$ cat src/rtl/lap_stats_pkg.sv
// Shared encodings and helpers for the lap statistics block.
package lap_stats_pkg;

   // Display mode encodings
   localparam logic [1:0] MODE_LAST = 2'd0;
   localparam logic [1:0] MODE_MIN  = 2'd1;
   localparam logic [1:0] MODE_MAX  = 2'd2;
   localparam logic [1:0] MODE_AVG  = 2'd3;

   // Largest value a 2-digit BCD sample can hold
   localparam logic [6:0] BCD_MAX = 7'd99;

   // Divider sequencing states
   localparam logic [1:0] IDLE = 2'd0;
   localparam logic [1:0] DIV  = 2'd1;
   localparam logic [1:0] CONV = 2'd2;

   // Binary 0..99 to two BCD digits
   function automatic logic [7:0] bin7_to_bcd8(input logic [6:0] b);
      logic [3:0] tens;
      logic [3:0] ones;
      tens = 4'(b / 7'd10);
      ones = 4'(b % 7'd10);
      return {tens, ones};
   endfunction

endpackage

$ cat src/rtl/seq_divider.sv
// Restoring unsigned divider, one quotient bit per clock.
// start latches the operands; done is high during the cycle whose closing
// edge performs the final step, so quotient is complete right after it.
module seq_divider #(
   parameter int unsigned DVD_W = 15,
   parameter int unsigned DVS_W = 8
) (
   input  logic             clk,
   input  logic             reset,
   input  logic             abort,
   input  logic             start,
   input  logic [DVD_W-1:0] dividend,
   input  logic [DVS_W-1:0] divisor,
   output logic             busy,
   output logic             done,
   output logic [DVD_W-1:0] quotient
);

   localparam int unsigned CW = $clog2(DVD_W + 1);

   logic [DVD_W-1:0] quo_q, quo_d;
   logic [DVS_W-1:0] rem_q, rem_d;
   logic [DVS_W-1:0] dvs_q, dvs_d;
   logic [CW-1:0]    cnt_q, cnt_d;
   logic [DVS_W:0]   trial;
   logic [DVS_W:0]   diff;

   // One restoring step per cycle while the step counter is non-zero
   always_comb begin
      quo_d = quo_q;
      rem_d = rem_q;
      dvs_d = dvs_q;
      cnt_d = cnt_q;
      trial = {rem_q, quo_q[DVD_W-1]};
      diff  = trial - {1'b0, dvs_q};
      if (abort) begin
         cnt_d = '0;
      end else if (start) begin
         quo_d = dividend;
         rem_d = '0;
         dvs_d = divisor;
         cnt_d = CW'(DVD_W);
      end else if (cnt_q != '0) begin
         if (trial >= {1'b0, dvs_q}) begin
            rem_d = diff[DVS_W-1:0];
            quo_d = {quo_q[DVD_W-2:0], 1'b1};
         end else begin
            rem_d = trial[DVS_W-1:0];
            quo_d = {quo_q[DVD_W-2:0], 1'b0};
         end
         cnt_d = cnt_q - CW'(1);
      end
   end

   // Divider state registers
   always_ff @(posedge clk or negedge reset) begin
      if (!reset) begin
         quo_q <= '0;
         rem_q <= '0;
         dvs_q <= '0;
         cnt_q <= '0;
      end else begin
         quo_q <= quo_d;
         rem_q <= rem_d;
         dvs_q <= dvs_d;
         cnt_q <= cnt_d;
      end
   end

   assign busy     = (cnt_q != '0);
   assign done     = (cnt_q == CW'(1));
   assign quotient = quo_q;

endmodule

$ cat src/rtl/lap_stats.sv
// Lap statistics: last/min/max/average of BCD lap samples, one shown on the
// display as BCD, chosen by a cycling mode.
module lap_stats
   import lap_stats_pkg::*;
#(
   parameter int unsigned CNT_W = 8,
   parameter int unsigned SUM_W = 7 + CNT_W
) (
   input  logic             clk,
   input  logic             reset,
   input  logic [7:0]       sample_in,
   input  logic             sample_in_valid,
   input  logic             clear,
   input  logic             mode_next,
   output logic [7:0]       stat_out,
   output logic [1:0]       mode,
   output logic [CNT_W-1:0] count,
   output logic             busy,
   output logic             full,
   output logic             bcd_err
);

   logic [6:0]       last_q, last_d, min_q, min_d, max_q, max_d;
   logic [SUM_W-1:0] sum_q, sum_d;
   logic [CNT_W-1:0] count_q, count_d;
   logic [7:0]       avg_q, avg_d, stat_q, stat_d;
   logic [1:0]       mode_q, mode_d, state_q, state_d;
   logic             bcd_err_q, bcd_err_d, pending_q, pending_d, acc_q, acc_d;

   logic [3:0]       hi, lo;
   logic             nib_ok, accept, div_start, div_busy, div_done;
   logic [6:0]       bin, quo7;
   logic [SUM_W-1:0] quo;

   assign hi     = sample_in[7:4];
   assign lo     = sample_in[3:0];
   assign nib_ok = (hi <= 4'd9) && (lo <= 4'd9);
   assign full   = (count_q == '1);
   assign accept = sample_in_valid && !clear && nib_ok && !full;
   assign bin    = ({3'b000, hi} * 7'd10) + {3'b000, lo};

   // Statistic accumulation, error flag and display mode
   always_comb begin
      last_d    = last_q;
      min_d     = min_q;
      max_d     = max_q;
      sum_d     = sum_q;
      count_d   = count_q;
      bcd_err_d = bcd_err_q;
      acc_d     = accept;
      mode_d    = mode_next ? mode_q + 2'd1 : mode_q;
      if (clear) begin
         last_d    = '0;
         min_d     = BCD_MAX;
         max_d     = '0;
         sum_d     = '0;
         count_d   = '0;
         bcd_err_d = 1'b0;
      end else if (sample_in_valid) begin
         if (!nib_ok) begin
            bcd_err_d = 1'b1;
         end else if (!full) begin
            last_d  = bin;
            min_d   = (bin < min_q) ? bin : min_q;
            max_d   = (bin > max_q) ? bin : max_q;
            sum_d   = sum_q + SUM_W'(bin);
            count_d = count_q + CNT_W'(1);
         end
      end
   end

   // Quotient is mathematically <= 99; the clamp only keeps all bits in use
   assign quo7 = (quo > SUM_W'(BCD_MAX)) ? BCD_MAX : quo[6:0];

   // Divider sequencing; an accept during a divide re-runs it on fresh totals
   always_comb begin
      state_d   = state_q;
      pending_d = pending_q;
      avg_d     = avg_q;
      div_start = 1'b0;
      if (clear) begin
         state_d   = IDLE;
         pending_d = 1'b0;
         avg_d     = '0;
      end else begin
         case (state_q)
            IDLE: begin
               if (acc_q) begin
                  state_d   = DIV;
                  div_start = 1'b1;
               end
            end
            DIV: begin
               if (acc_q) pending_d = 1'b1;
               if (div_done) state_d = CONV;
            end
            CONV: begin
               avg_d = bin7_to_bcd8(quo7);
               if (pending_q || acc_q) begin
                  state_d   = DIV;
                  div_start = 1'b1;
                  pending_d = 1'b0;
               end else begin
                  state_d = IDLE;
               end
            end
            default: state_d = IDLE;
         endcase
      end
   end

   // Registered display value; nothing is shown until a sample exists
   always_comb begin
      stat_d = '0;
      if (count_q != '0) begin
         case (mode_q)
            MODE_LAST: stat_d = bin7_to_bcd8(last_q);
            MODE_MIN:  stat_d = bin7_to_bcd8(min_q);
            MODE_MAX:  stat_d = bin7_to_bcd8(max_q);
            default:   stat_d = avg_q;
         endcase
      end
   end

   // All block state
   always_ff @(posedge clk or negedge reset) begin
      if (!reset) begin
         last_q    <= '0;
         min_q     <= BCD_MAX;
         max_q     <= '0;
         sum_q     <= '0;
         count_q   <= '0;
         avg_q     <= '0;
         stat_q    <= '0;
         mode_q    <= MODE_LAST;
         state_q   <= IDLE;
         bcd_err_q <= 1'b0;
         pending_q <= 1'b0;
         acc_q     <= 1'b0;
      end else begin
         last_q    <= last_d;
         min_q     <= min_d;
         max_q     <= max_d;
         sum_q     <= sum_d;
         count_q   <= count_d;
         avg_q     <= avg_d;
         stat_q    <= stat_d;
         mode_q    <= mode_d;
         state_q   <= state_d;
         bcd_err_q <= bcd_err_d;
         pending_q <= pending_d;
         acc_q     <= acc_d;
      end
   end

   seq_divider #(
      .DVD_W (SUM_W),
      .DVS_W (CNT_W)
   ) u_div (
      .clk      (clk),
      .reset    (reset),
      .abort    (clear),
      .start    (div_start),
      .dividend (sum_q),
      .divisor  (count_q),
      .busy     (div_busy),
      .done     (div_done),
      .quotient (quo)
   );

   assign stat_out = stat_q;
   assign mode     = mode_q;
   assign count    = count_q;
   assign busy     = (state_q != IDLE) || pending_q || div_busy;
   assign bcd_err  = bcd_err_q;

endmodule

$ cat config.mk
export PLATFORM = sky130hd
export DESIGN_NAME = lap_stats
export DESIGN_NICKNAME = d
export VERILOG_FILES = /design/src/rtl/lap_stats_pkg.sv /design/src/rtl/seq_divider.sv /design/src/rtl/lap_stats.sv
export SDC_FILE = /design/constraint.sdc
export NUM_CORES = 1
export LEC_CHECK = 0
export CORE_ASPECT_RATIO = 1.25
export CORE_UTILIZATION = 45
export DETAILED_ROUTE_END_ITERATION = 10
export MAX_ROUTING_LAYER = met4
export PLACE_DENSITY_LB_ADDON = 0.05
export REMOVE_ABC_BUFFERS = 1
export SYNTH_ARGS = -nofsm -noshare
export SYNTH_HDL_FRONTEND = slang
export SYNTH_SLANG_ARGS = --single-unit
$ cat constraint.sdc
create_clock -name clk -period 3.81 [get_ports clk]
set_input_delay 1.143 -clock clk [delete_from_list [all_inputs] [get_ports clk]]
set_output_delay 1.143 -clock clk [all_outputs]
set_load 0.01 [all_outputs]
# Word-level counts from Yosys, hierarchy flattened
# Index checks and enable logic that the tools add are counted.
# op_classes
order_cmp,6
n_bitwise,1
n_reduce_logical,30
n_div,8
multipliers,1
n_addsub,6
muxes,52
n_eq_ne,12
# op_table
cell,n
$mux W7,15
$mux W15,6
$mux W8,10
$div A7 B4 Y7 const B,4
$mod A7 B4 Y7 const B,4
$pmux W8 S3,1
$add A15 B7 Y15,1
$gt A15 B7 Y1 const B,1
$reduce_bool A2 Y1,7
$mux W4,3
$ne A3 B3 Y1 const B,4
$mux W1,11
$ge A9 B8 Y1,1
$add A8 B1 Y8 const B,1
$eq A8 B8 Y1 const B,1
$le A4 B4 Y1 const B,2
$reduce_and A2 Y1,4
$reduce_and A4 Y1,2
$reduce_bool A8 Y1,1
$sub A8 B8 Y8,1
$add A7 B4 Y7,1
$gt A7 B7 Y1,1
$lt A7 B7 Y1,1
$mul A4 B3 Y6 const B,1
other kinds (17),32
# word_totals
in_bits,13
regBits,102
output_inout_bits,21

# Longest topological paths before layout
# Gate-level depths: netlist of the first run.
# logic_depth
ltp_word,8
depth_mapped,22
depth_no_buf,20

# Modules after synthesis
# From an unflattened synthesis of the first run, not the netlist that was laid out.
# unflattened
cells_unflattened,776
area_unflattened_um2,6885.4
# modules_own_cells
module,n_inst,cells_per_inst,area_each_um2,seq_area_each_um2
lap_stats,1,545,4809.6,1681.6
seq_divider,1,231,2075.7,875.8

# Least setup slack after synthesis of the first run
# OpenSTA, ideal clock, no wires.
# synth_path
path_kind,flip-flop to flip-flop
from,register u_div.quo_q[9] (netlist: u_div.quotient[9])
to,register avg_q[1]
arrival_time_ns,4.037
setup_time_ns,0.124
path_buffers,1
path_slack_ns,-0.351
period_less_slack_ns,4.161
stages_incl_launch_ff,22
path_cell_list,dfrtp_1 nor4_4 and3_1 buf_4 and2_1 ha_1 o21ai_1 xor2_1 nand2_2 inv_1 ha_1 a41oi_1 nand3_1 nand2_1 mux2i_1 o21a_1 xnor2_1 ha_1 a211oi_1 or3_4 nor3b_1 o31a_1
# synth_between
elab_chain_len,5
# synth_lines
item,line,text
start: declaration,seq_divider.sv:21,"logic [DVD_W-1:0] quo_q, quo_d;"
start signal: assignment,seq_divider.sv:63,quo_q <= quo_d;
$gt A15 B7 Y1,lap_stats.sv:73,assign quo7 = (quo > SUM_W'(BCD_MAX)) ? BCD_MAX : quo[6:0];
$mux W7,lap_stats.sv:73,
$mod A7 B4 Y7,lap_stats_pkg.sv:23,ones = 4'(b % 7'd10);
$mux W8,lap_stats.sv:86,case (state_q)
$mux W8,lap_stats.sv:81,if (clear) begin
end signal: assignment,lap_stats.sv:146,avg_q <= avg_d;
end: declaration,lap_stats.sv:26,"logic [7:0] avg_q, avg_d, stat_q, stat_d;"
# Every way passes these cells. The select of a mux whose other input is x is not followed.
# A chain may end at the register's enable or synchronous reset.

# Final worst setup path of the first run
# layout_path
from,register u_div.quo_q[14] (netlist: u_div.quotient[14])
to,register avg_q[1]
# Same word-level chain as after synthesis.

==> impl_metrics.py, run 1 <==
metrics = {
    "finish": {
        "layout-drive-gt1-share": 0.204,
        "final_nets": 901,
        "finalNonFillerCells": 1021,
        "syn2layout_area_growth_pct": 24.9,
        "diodes": 0,
        "design_area_um2": 8210,
    },
    "sta": {
        "fmax_mhz": 247,
        "clock_skew_ns": 0.0106,
        "fin_crit_ns": 4.05,
        "rsz0062_at_grt": "yes",
        "period_share": 1.06,
        "maxSlewViolCount": 0,
        "hold_viol_final": 0,
        "tightest_slew_ns": 0.892,
        "slew_headroom": 0.405,
        "finalSetupViolations": 3,
        "setup_slack_ns": -0.237,
    },
    "run": {
        "maxCapViolCount": 0,
    },
    "global_routing": {
        "grt_use_total": 0.241,
        "grt_pass1_wl_mm": 27.1,
        "grt_pass1_vias": 5500,
        "grt_max_degree": 55,
        "grt-ovfl-total": 0,
        "antenna_found_initial": 0,
    },
    "floorplan": {
        "start_util": 0.458,
        "io_pins": 34,
        "dieArea_um2": 15100,
        "num_rows": 49,
        "die_width_um": 110,
        "core_area_um2": 14300,
        "die_h_um": 137,
    },
    "logic_synthesis": {
        "synth_compound_gate_area_share": 0.192,
        "async_flop_share": 1.00,
        "ys_seq_area_frac": 0.389,
        "syn_area_per_cell_um2": 8.92,
        "synth_xor_area_frac": 0.0451,
        "dominantRegCellSynth": "dfrtp_1",
        "synth_area_um2": 6570,
        "ys_ff_latch": 102,
        "synth_top_family_by_area": "compound AO/OA/AOI/OAI gates",
        "synth_mux_area_frac": 0.0419,
        "synthAdderAreaFrac": 0.101,
        "synth-simple-area-share": 0.185,
        "syn_inst": 737,
        "synth_edf_count": 0,
        "synth.distinct_cells": 68,
        "yosys_warnings": 0,
    },
    "route": {
        "drcViolationCount": 0,
        "routed_via_density": 5.47,
        "dr.pass1.iters": 4,
        "drt_wl_total_mm": 16.4,
        "wl_per_cell_um": 16.1,
        "vias": 5585,
        "drt_iter0_markers": 288,
        "postRouteAntennaNets": 0,
    },
    "cts": {
        "hold_buffers": 0,
        "path_clk_slew_ns": 0.07,
        "cts_tree": "built",
        "clockBufferDepth": 2,
        "cts_buffers": 9,
        "clock-sinks": 102,
        "worst_skew_pair.late_latency_ns": 0.36,
        "cts-root-buf": "clkbuf_16",
        "htree_levels": 3,
    },
    "place": {
        "place_area_um2": 7550,
        "dp.cells": 990,
        "io_buffers": 33,
        "routabilityCongestion": 0.866,
        "hpwl_mm": 12.1,
    },
    "setup_path": {
        "crit_type": "register to register",
        "critPathBufInv": 1,
        "cp_max_fo": 5,
        "crit_path_cell_trace": "nor4_4, and3_1, and2_1, ha_2, o21ai_4, xor2_2, nand2_2, inv_2, ha_4, a41oi_4, a211oi_2, o31a_1, nand2_1, o21a_1, xnor2_2, ha_2, a31oi_1, or3_4, nor3b_1, o31a_1",
        "cp_top_family": "simple AND/OR/NAND/NOR gates",
        "required_ns": 4.05,
        "arrival_ns": 4.28,
        "cp-end-kind": "register",
        "max_stage_delay_ns": 0.42,
        "slowest_stage": "dfrtp_1",
        "critPathLaunchType": "register",
    },
    "power_and_ir_drop": {
        "power.leakage_nw": 3.69,
        "power_density_nw_per_um2": 1120,
        "ir_worst_vdd_mv": 1.35,
    },
    "outcome": {
        "status": "complete, but fails checks",
        "violations": "setup timing",
    },
    "worst_hold_path": {
        "hp-class": "register to register",
    },
}
[metal layers]
| metal | routed length, µm | up-vias | GRT usage | share of wire |
|---|---|---|---|---|
| met5 | 0 | - | - | 0 |
| met4 | 188 | 0 | 0.0673 | 0.011 |
| met3 | 424 | 11 | 0.0410 | 0.026 |
| met2 | 8740 | 64 | 0.420 | 0.53 |
| met1 | 7070 | 2723 | 0.283 | 0.43 |
| li1 | - | 2787 | - | - |
[tightest hold or removal path, stage by stage (launching register included)]
cell and delay, ns:
dfrtp_1 0.34, a21oi_1 0.04, nor2_1 0.07
[cell usage in the layout (no fill, tap or decap), drive strengths merged, types with 14 or more instances in the layout]
| cell type | count |
|---|---|
| dfrtp | 98 |
| a21oi | 55 |
| buf | 90 |
| inv | 47 |
| nor2 | 73 |
| nor3 | 15 |
| a211oi | 17 |
| mux2i | 23 |
| xor2 | 14 |
| nand3 | 14 |
| ha | 46 |
| xnor2 | 19 |
| o21ai | 49 |
| clkdlybuf4s50 | 25 |
| nand2 | 88 |
[state kept, by name (all words and copies together) (netlist names)]
name and flops:
max_q 7, mode 2, count 8, bcd_err 1, last_q 7, pending_q 1, u_div.rem_q 8, sum_q 15
avg_q 8, min_q 7, u_div.quotient 15, u_div.dvs_q 8, stat_out 8, acc_q 1, state_q 2, u_div.cnt_q 4
[cells by family after synthesis]
| logic type | Yosys count |
|---|---|
| AO/OA/AOI/OAI | 191 |
| XOR/XNOR | 33 |
| adder cells (fa/ha/maj) | 51 |
| buffers and inverters | 78 |
| flip-flops | 102 |
| multiplexers | 27 |
| AND/OR/NAND/NOR | 255 |
[worst paths after layout]
check | slack, ns | cells after the start | to | from
min in group asynchronous | 0.81 | 1 | last_q[0]$_DFFE_PN0P_ | reset
min reg2reg | 0.50 | 2 | bcd_err$_DFFE_PN0P_ | bcd_err$_DFFE_PN0P_
max in group asynchronous | 2.12 | 2 | min_q[0]$_DFFE_PN1P_ | reset
max | -0.24 | 20 | avg_q[1]$_DFFE_PN0N_ | u_div.quotient[14]$_DFFE_PN0P_
min | 0.50 | 2 | bcd_err$_DFFE_PN0P_ | bcd_err$_DFFE_PN0P_
max reg2reg | -0.24 | 20 | avg_q[1]$_DFFE_PN0N_ | u_div.quotient[14]$_DFFE_PN0P_
[per-stage QoR]
stage               hold slack, ns  TNS, ns  utilization  power, W  setup WS [ns]
finish                       0.498   -0.532        0.572   0.00919         -0.237
global route                 0.554    -1.16        0.572   0.00999         -0.375
CTS                          0.504   -0.536        0.554   0.00884         -0.261
detailed placement           0.488   -11.79        0.526   0.00764         -0.568
global placement             0.482   -10.33        0.526   0.00748         -0.502
floorplan                    0.481    -2.74            -   0.00541         -0.361
[Yosys cell counts, drive strengths merged, types with 15 or more instances]
library cell | count | area (µm²)
a21oi | 55 | 287
inv | 46 | 173
nor3 | 15 | 75.1
clkbuf | 26 | 97.6
ha | 46 | 576
xnor2 | 19 | 166
dfrtp | 98 | 2450
o21ai | 49 | 245
nand2 | 88 | 333
mux2i | 23 | 230
a211oi | 17 | 145
nor2 | 73 | 274
[where the power goes]
| group | internal (W) | switching [W] |
|---|---|---|
| combinational | 0.00341 | 0.00343 |
| clock | 0.000444 | 0.000431 |
| sequential | 0.00130 | 0.000185 |
| total | 0.00515 | 0.00404 |
[timing repair]
action                                  in CTS  in global routing
resized for setup                           23                 37
buffers inserted                             5                 10
pin swaps                                   23                 29
endpoints found under the setup margin      24                 29
[layout make-up]
cell class | count | area (µm²)
clock buffers | 9 | 225
well taps | 178 | 223
fillers | 1323 | 6130
flip-flops and latches | 102 | 2560
repair buffers | 121 | 1010
clock inverters | 7 | 50.0
inverters | 47 | 176
multi-input cells | 557 | 3970
(Power assumes the default switching activity.)
==> run 2: changes to the inputs <==
- CELL_PAD_IN_SITES_DETAIL_PLACEMENT: default -> 0
- CELL_PAD_IN_SITES_GLOBAL_PLACEMENT: default -> 1
- CORE_MARGIN: default -> 8
- CORE_UTILIZATION: 45 -> 43
==> impl_metrics.py, run 2 (same netlist as run 1, synthesis figures left out) <==
metrics = {
    "outcome": {
        "status": "complete, but fails checks",
        "violations": "setup timing",
    },
    "setup_path": {
        "cp-end-kind": "register",
        "regToRegSetupSlack_ns": -0.23,
        "cp_max_fo": 4,
        "r2r-end": "avg_q[1]$_DFFE_PN0N_",
        "crit_path_end": "avg_q[1]$_DFFE_PN0N_",
        "crit_type": "register to register",
        "reg2reg_depth": 20,
        "required_ns": 4.05,
        "arrival_ns": 4.27,
        "critPathLaunch": "u_div.quotient[14]$_DFFE_PN0P_",
        "rr_startpoint": "u_div.quotient[14]$_DFFE_PN0P_",
        "critPathLaunchType": "register",
    },
    "finish": {
        "finalNonFillerCells": 1034,
        "syn2layout_area_growth_pct": 27.6,
        "diodes": 0,
        "mostFrequentLayoutCell": "dfrtp_1",
        "layout-drive-gt1-share": 0.214,
        "final_nets": 910,
        "utilization": 0.561,
        "most-common-layout-cells": "dfrtp_1 (98), buf_4 (94), nand2_1 (85), nor2_1 (72), a21oi_1 (48)",
    },
    "power_and_ir_drop": {
        "power_density_nw_per_um2": 1140,
        "power.leakage_nw": 3.75,
        "finalPower_w": 0.00956,
        "ir_worst_vdd_mv": 0.629,
    },
    "floorplan": {
        "dieArea_um2": 19500,
        "die_h_um": 154,
        "num_rows": 50,
        "io_pins": 34,
        "core_area_um2": 15000,
        "die_width_um": 127,
        "start_util": 0.440,
    },
    "global_routing": {
        "grt_pass1_vias": 5718,
        "grt_max_degree": 79,
        "grt_use_total": 0.186,
        "antenna_found_initial": 0,
        "grt-ovfl-total": 0,
        "grt_pass1_wl_mm": 28.4,
    },
    "cts": {
        "clockBufferDepth": 2,
        "htree_levels": 3,
        "worst_skew_pair.late_latency_ns": 0.36,
        "cts_buffers": 9,
        "hold_buffers": 0,
        "path_clk_slew_ns": 0.07,
        "cts-root-buf": "clkbuf_16",
        "clock-sinks": 102,
        "cts_tree": "built",
    },
    "sta": {
        "rsz0062_at_grt": "yes",
        "fmax_mhz": 248,
        "tightest_slew_ns": 0.876,
        "fin_crit_ns": 4.04,
        "setup_tns_ns": -0.585,
        "setup_slack_ns": -0.227,
        "slew_headroom": 0.414,
        "period_share": 1.06,
        "hold_viol_final": 0,
        "maxSlewViolCount": 0,
        "clock_skew_ns": 0.00931,
        "finalSetupViolations": 4,
    },
    "place": {
        "io_buffers": 33,
        "hpwl_mm": 12.6,
        "dp_slack_ns": -0.591,
        "dp.cells": 996,
        "routabilityCongestion": 0.841,
    },
    "route": {
        "drt_iter0_markers": 242,
        "wl_per_cell_um": 16.8,
        "vias": 5684,
        "drt_wl_total_mm": 17.4,
        "routed_via_density": 5.50,
        "postRouteAntennaNets": 0,
        "dr.pass1.iters": 4,
        "drcViolationCount": 0,
    },
    "worst_hold_path": {
        "hp-class": "register to register",
        "min_from": "bcd_err$_DFFE_PN0P_",
    },
    "run": {
        "maxCapViolCount": 0,
    },
}
## run 2: worst max-delay path: stages, from the launching register on
cell      delay [ns]
dfrtp_1         0.41
nor4_4          0.35
and3_1          0.22
and2_1          0.13
ha_2            0.21
o21ai_4         0.07
xor2_2          0.15
nand2_2         0.09
buf_4           0.13
buf_4           0.12
buf_4           0.12
buf_4           0.12
o31a_1          0.31
nand2_1         0.07
o21a_1          0.18
xnor2_2         0.15
ha_2            0.24
a211oi_1        0.05
or3_4           0.40
nor3b_1         0.15
o31a_1          0.24
## run 2: metrics by stage
stage	hold slack, ns	cell area, µm²
global route	0.529	8390
detailed placement	0.491	7580
finish	0.498	8390
floorplan	0.481	6450
CTS	0.509	8070
global placement	0.480	7580
## run 2: how the worst min path moves through the flow
stage | end | slack (ns) | cells past startpoint
floorplan | u_div.rem_q[1]$_DFFE_PN0P_ | 0.48 | 2
global placement | bcd_err$_DFFE_PN0P_ | 0.48 | 2
detailed placement | bcd_err$_DFFE_PN0P_ | 0.49 | 2
CTS | bcd_err$_DFFE_PN0P_ | 0.51 | 2
global route | u_div.dvs_q[0]$_DFFE_PN0P_ | 0.53 | 1
finish | bcd_err$_DFFE_PN0P_ | 0.50 | 2
## run 2: routing by layer
layer,GRT usage,part of all wire
met4,0.0569,0.024
met2,0.327,0.52
met3,0.0385,0.031
met1,0.208,0.43
met5,-,0
## run 2: layout make-up
class	count	area, µm²
multi-input cells	558	4050
clock buffers	12	256
inverters	47	176
repair buffers	129	1070
flip-flops and latches	102	2560
fillers	1354	6570
well taps	182	228
clock inverters	4	52.6
## run 2: power by group
part / leakage [nW] / switching (W) / internal [W] / total, W
combinational: 2.23 / 0.00346 / 0.00366 / 0.00712
sequential: 1.36 / 0.000180 / 0.00130 / 0.00148
clock: 0.154 / 0.000417 / 0.000549 / 0.000966
total: 3.75 / 0.00406 / 0.00551 / 0.00956
## run 2: what timing repair did
action | 4_1_cts | 5_1_grt
gates cloned | 0 | 1
setup buffers | 12 | 9
gates resized for setup | 23 | 43
pin swaps | 23 | 26
setup endpoints to repair | 24 | 28
==> run 3: changes to the inputs <==
- CORE_UTILIZATION: 43 -> 45
- clock period: 3.81 -> 4.6 ns (I/O delays scaled with it)
==> impl_metrics.py, run 3 (same netlist as run 1, synthesis figures left out) <==
metrics = {
    "sta": {
        "slew_headroom": 0.393,
        "rsz0062_at_grt": "no",
        "clock_skew_ns": 0.00761,
        "fmax_mhz": 232,
        "finalSetupViolations": 0,
        "hold_viol_final": 0,
        "tightest_slew_ns": 0.907,
        "fin_crit_ns": 4.32,
        "setup_tns_ns": 0,
        "period_share": 0.939,
        "maxSlewViolCount": 0,
    },
    "finish": {
        "syn2layout_area_growth_pct": 14.9,
        "layout-drive-gt1-share": 0.100,
        "most-common-layout-cells": "dfrtp_1 (97), nand2_1 (87), nor2_1 (73), a21oi_1 (54)",
        "fillCellCount": 1356,
        "mostFrequentLayoutCell": "dfrtp_1",
        "diodes": 0,
        "final_nets": 845,
    },
    "place": {
        "io_buffers": 33,
        "routabilityCongestion": 0.824,
        "hpwl_mm": 11.9,
    },
    "route": {
        "drt_wl_total_mm": 15.9,
        "dr_wl_met2_mm": 8.28,
        "m1WireLength_mm": 6.99,
        "routed_via_density": 5.48,
        "postRouteAntennaNets": 0,
        "drt_iter0_markers": 317,
        "dr.pass1.iters": 5,
        "wl_per_cell_um": 16.5,
        "vias": 5288,
        "wl_met3_um": 350,
        "drcViolationCount": 0,
        "dr.max_layer_used": "met4",
    },
    "power_and_ir_drop": {
        "ir_worst_vdd_mv": 0.815,
        "power_density_nw_per_um2": 858,
        "power.leakage_nw": 3.37,
        "finalPower_w": 0.00648,
    },
    "worst_hold_path": {
        "min_from": "last_q[6]$_DFFE_PN0P_",
        "min_path_cells": 2,
        "hp-class": "register to register",
        "min_to": "last_q[6]$_DFFE_PN0P_",
    },
    "floorplan": {
        "die_h_um": 151,
        "num_rows": 49,
        "die_width_um": 124,
        "dieArea_um2": 18800,
        "start_util": 0.458,
        "io_pins": 34,
        "core_area_um2": 14300,
    },
    "setup_path": {
        "arrival_ns": 4.55,
        "critPathBufInv": 1,
        "cp-end-kind": "register",
        "reg2reg_depth": 20,
        "critPathLaunchType": "register",
        "regToRegSetupSlack_ns": 0.28,
        "crit_type": "register to register",
        "required_ns": 4.83,
        "rr_startpoint": "u_div.quotient[4]$_DFFE_PN0P_",
        "cp_top_family": "compound AO/OA/AOI/OAI gates",
        "path_depth": 20,
        "crit_path_cell_trace": "o311ai_2, and3_1, and2_1, ha_1, o21ai_1, xor2_2, nand2_2, inv_1, ha_1, a41oi_1, a211oi_1, o31a_1, nand2_1, o21a_1, xnor2_1, ha_1, a211oi_1, or3_4, nor3b_1, o31a_1",
        "slowest_stage": "dfrtp_1",
        "max_stage_delay_ns": 0.46,
        "cp_max_fo": 5,
        "path_common_cell": "ha_1",
        "r2r-end": "avg_q[1]$_DFFE_PN0N_",
    },
    "cts": {
        "clock-sinks": 102,
        "htree_levels": 3,
        "cts_buffers": 9,
        "clockBufferDepth": 2,
        "cts-root-buf": "clkbuf_16",
        "worst_skew_pair.late_latency_ns": 0.35,
        "path_clk_slew_ns": 0.07,
        "cts_tree": "built",
    },
    "global_routing": {
        "antenna_found_initial": 0,
        "grt_pass1_wl_mm": 27.2,
        "grt_max_degree": 62,
        "grt_use_total": 0.190,
        "grt-ovfl-total": 0,
        "grt_pass1_vias": 5384,
    },
    "run": {
        "maxCapViolCount": 0,
    },
    "outcome": {
        "status": "finished, final reports clean",
    },
}
-- run 3: cell types whose count changed in the layout (fill, tap and decap cells not counted), sizes merged --
cell / previous run / this run
bufinv: 1 / 0
a211o: 4 / 3
clkinv: 2 / 4
dlygate4sd2: 2 / 0
clkdlybuf4s50: 26 / 31
clkbuf: 12 / 11
dlymetal6s2s: 3 / 0
buf: 98 / 34
-- run 3: cell type report --
class / count / area, µm² / share of cell area
timing repair buffer: 65 / 576 / 0.0762
inverter: 47 / 176 / 0.0234
multi-input combinational: 557 / 3740 / 0.496
clock buffer: 11 / 243 / 0.0321
tap: 178 / 223 / 0.0295
clock inverter: 5 / 32.5 / 0.00431
sequential: 102 / 2560 / 0.339
-- run 3: power by group --
| group | switching, W | leakage, nW | total (W) | internal (W) |
|---|---|---|---|---|
| clock | 0.000338 | 0.140 | 0.000722 | 0.000383 |
| combinational | 0.00246 | 1.87 | 0.00451 | 0.00205 |
| sequential | 0.000171 | 1.36 | 0.00125 | 0.00108 |
| total | 0.00297 | 3.37 | 0.00648 | 0.00351 |
-- run 3: worst register-to-register path, delay by kind of cell, from the launching register on --
family,cells,cell delay (ns)
adders and majority gates,3,0.65
AOI/OAI and AO/OA,8,1.45
and+or+nand+nor,6,1.09
DFF,1,0.46
xor gates and xnor gates,2,0.43
buffers and inverters,1,0.09
-- run 3: what timing repair did --
item	in CTS	in global routing
hold buffers	0	0
setup endpoints to repair	0	5
buffers inserted	0	0
gates resized for setup	0	4
-- run 3: metal layers --
layer	up-vias	GRT usage
met4	0	0.0626
met2	58	0.322
met5	-	-
met1	2539	0.227
li1	2676	-
met3	15	0.0239
-- run 3: how the worst max path moves through the flow --
stage / end / slack [ns] / start
3_5_place_dp: max_q[4]$_DFFE_PN0P_ / -0.11 / sample_in[4]
5_1_grt: avg_q[1]$_DFFE_PN0N_ / 0.009 / u_div.quotient[14]$_DFFE_PN0P_
6_report: avg_q[1]$_DFFE_PN0N_ / 0.28 / u_div.quotient[4]$_DFFE_PN0P_
3_3_place_gp: max_q[4]$_DFFE_PN0P_ / -0.01 / sample_in[4]
4_1_cts: avg_q[1]$_DFFE_PN0N_ / 0.17 / u_div.quotient[3]$_DFFE_PN0P_
2_1_floorplan: max_q[2]$_DFFE_PN0P_ / 0.25 / sample_in[5]
-- run 3: stage by stage --
step	setup slack (ns)	hold slack, ns	instance area [µm²]	util	std cells
2_1_floorplan	0.252	0.481	6450	-	706
3_3_place_gp	-0.0104	0.481	7250	0.506	949
3_5_place_dp	-0.115	0.508	7250	0.506	949
4_1_cts	0.172	0.519	7530	0.525	965
5_1_grt	0.00863	0.536	7550	0.527	965
6_report	0.281	0.516	7550	0.527	965
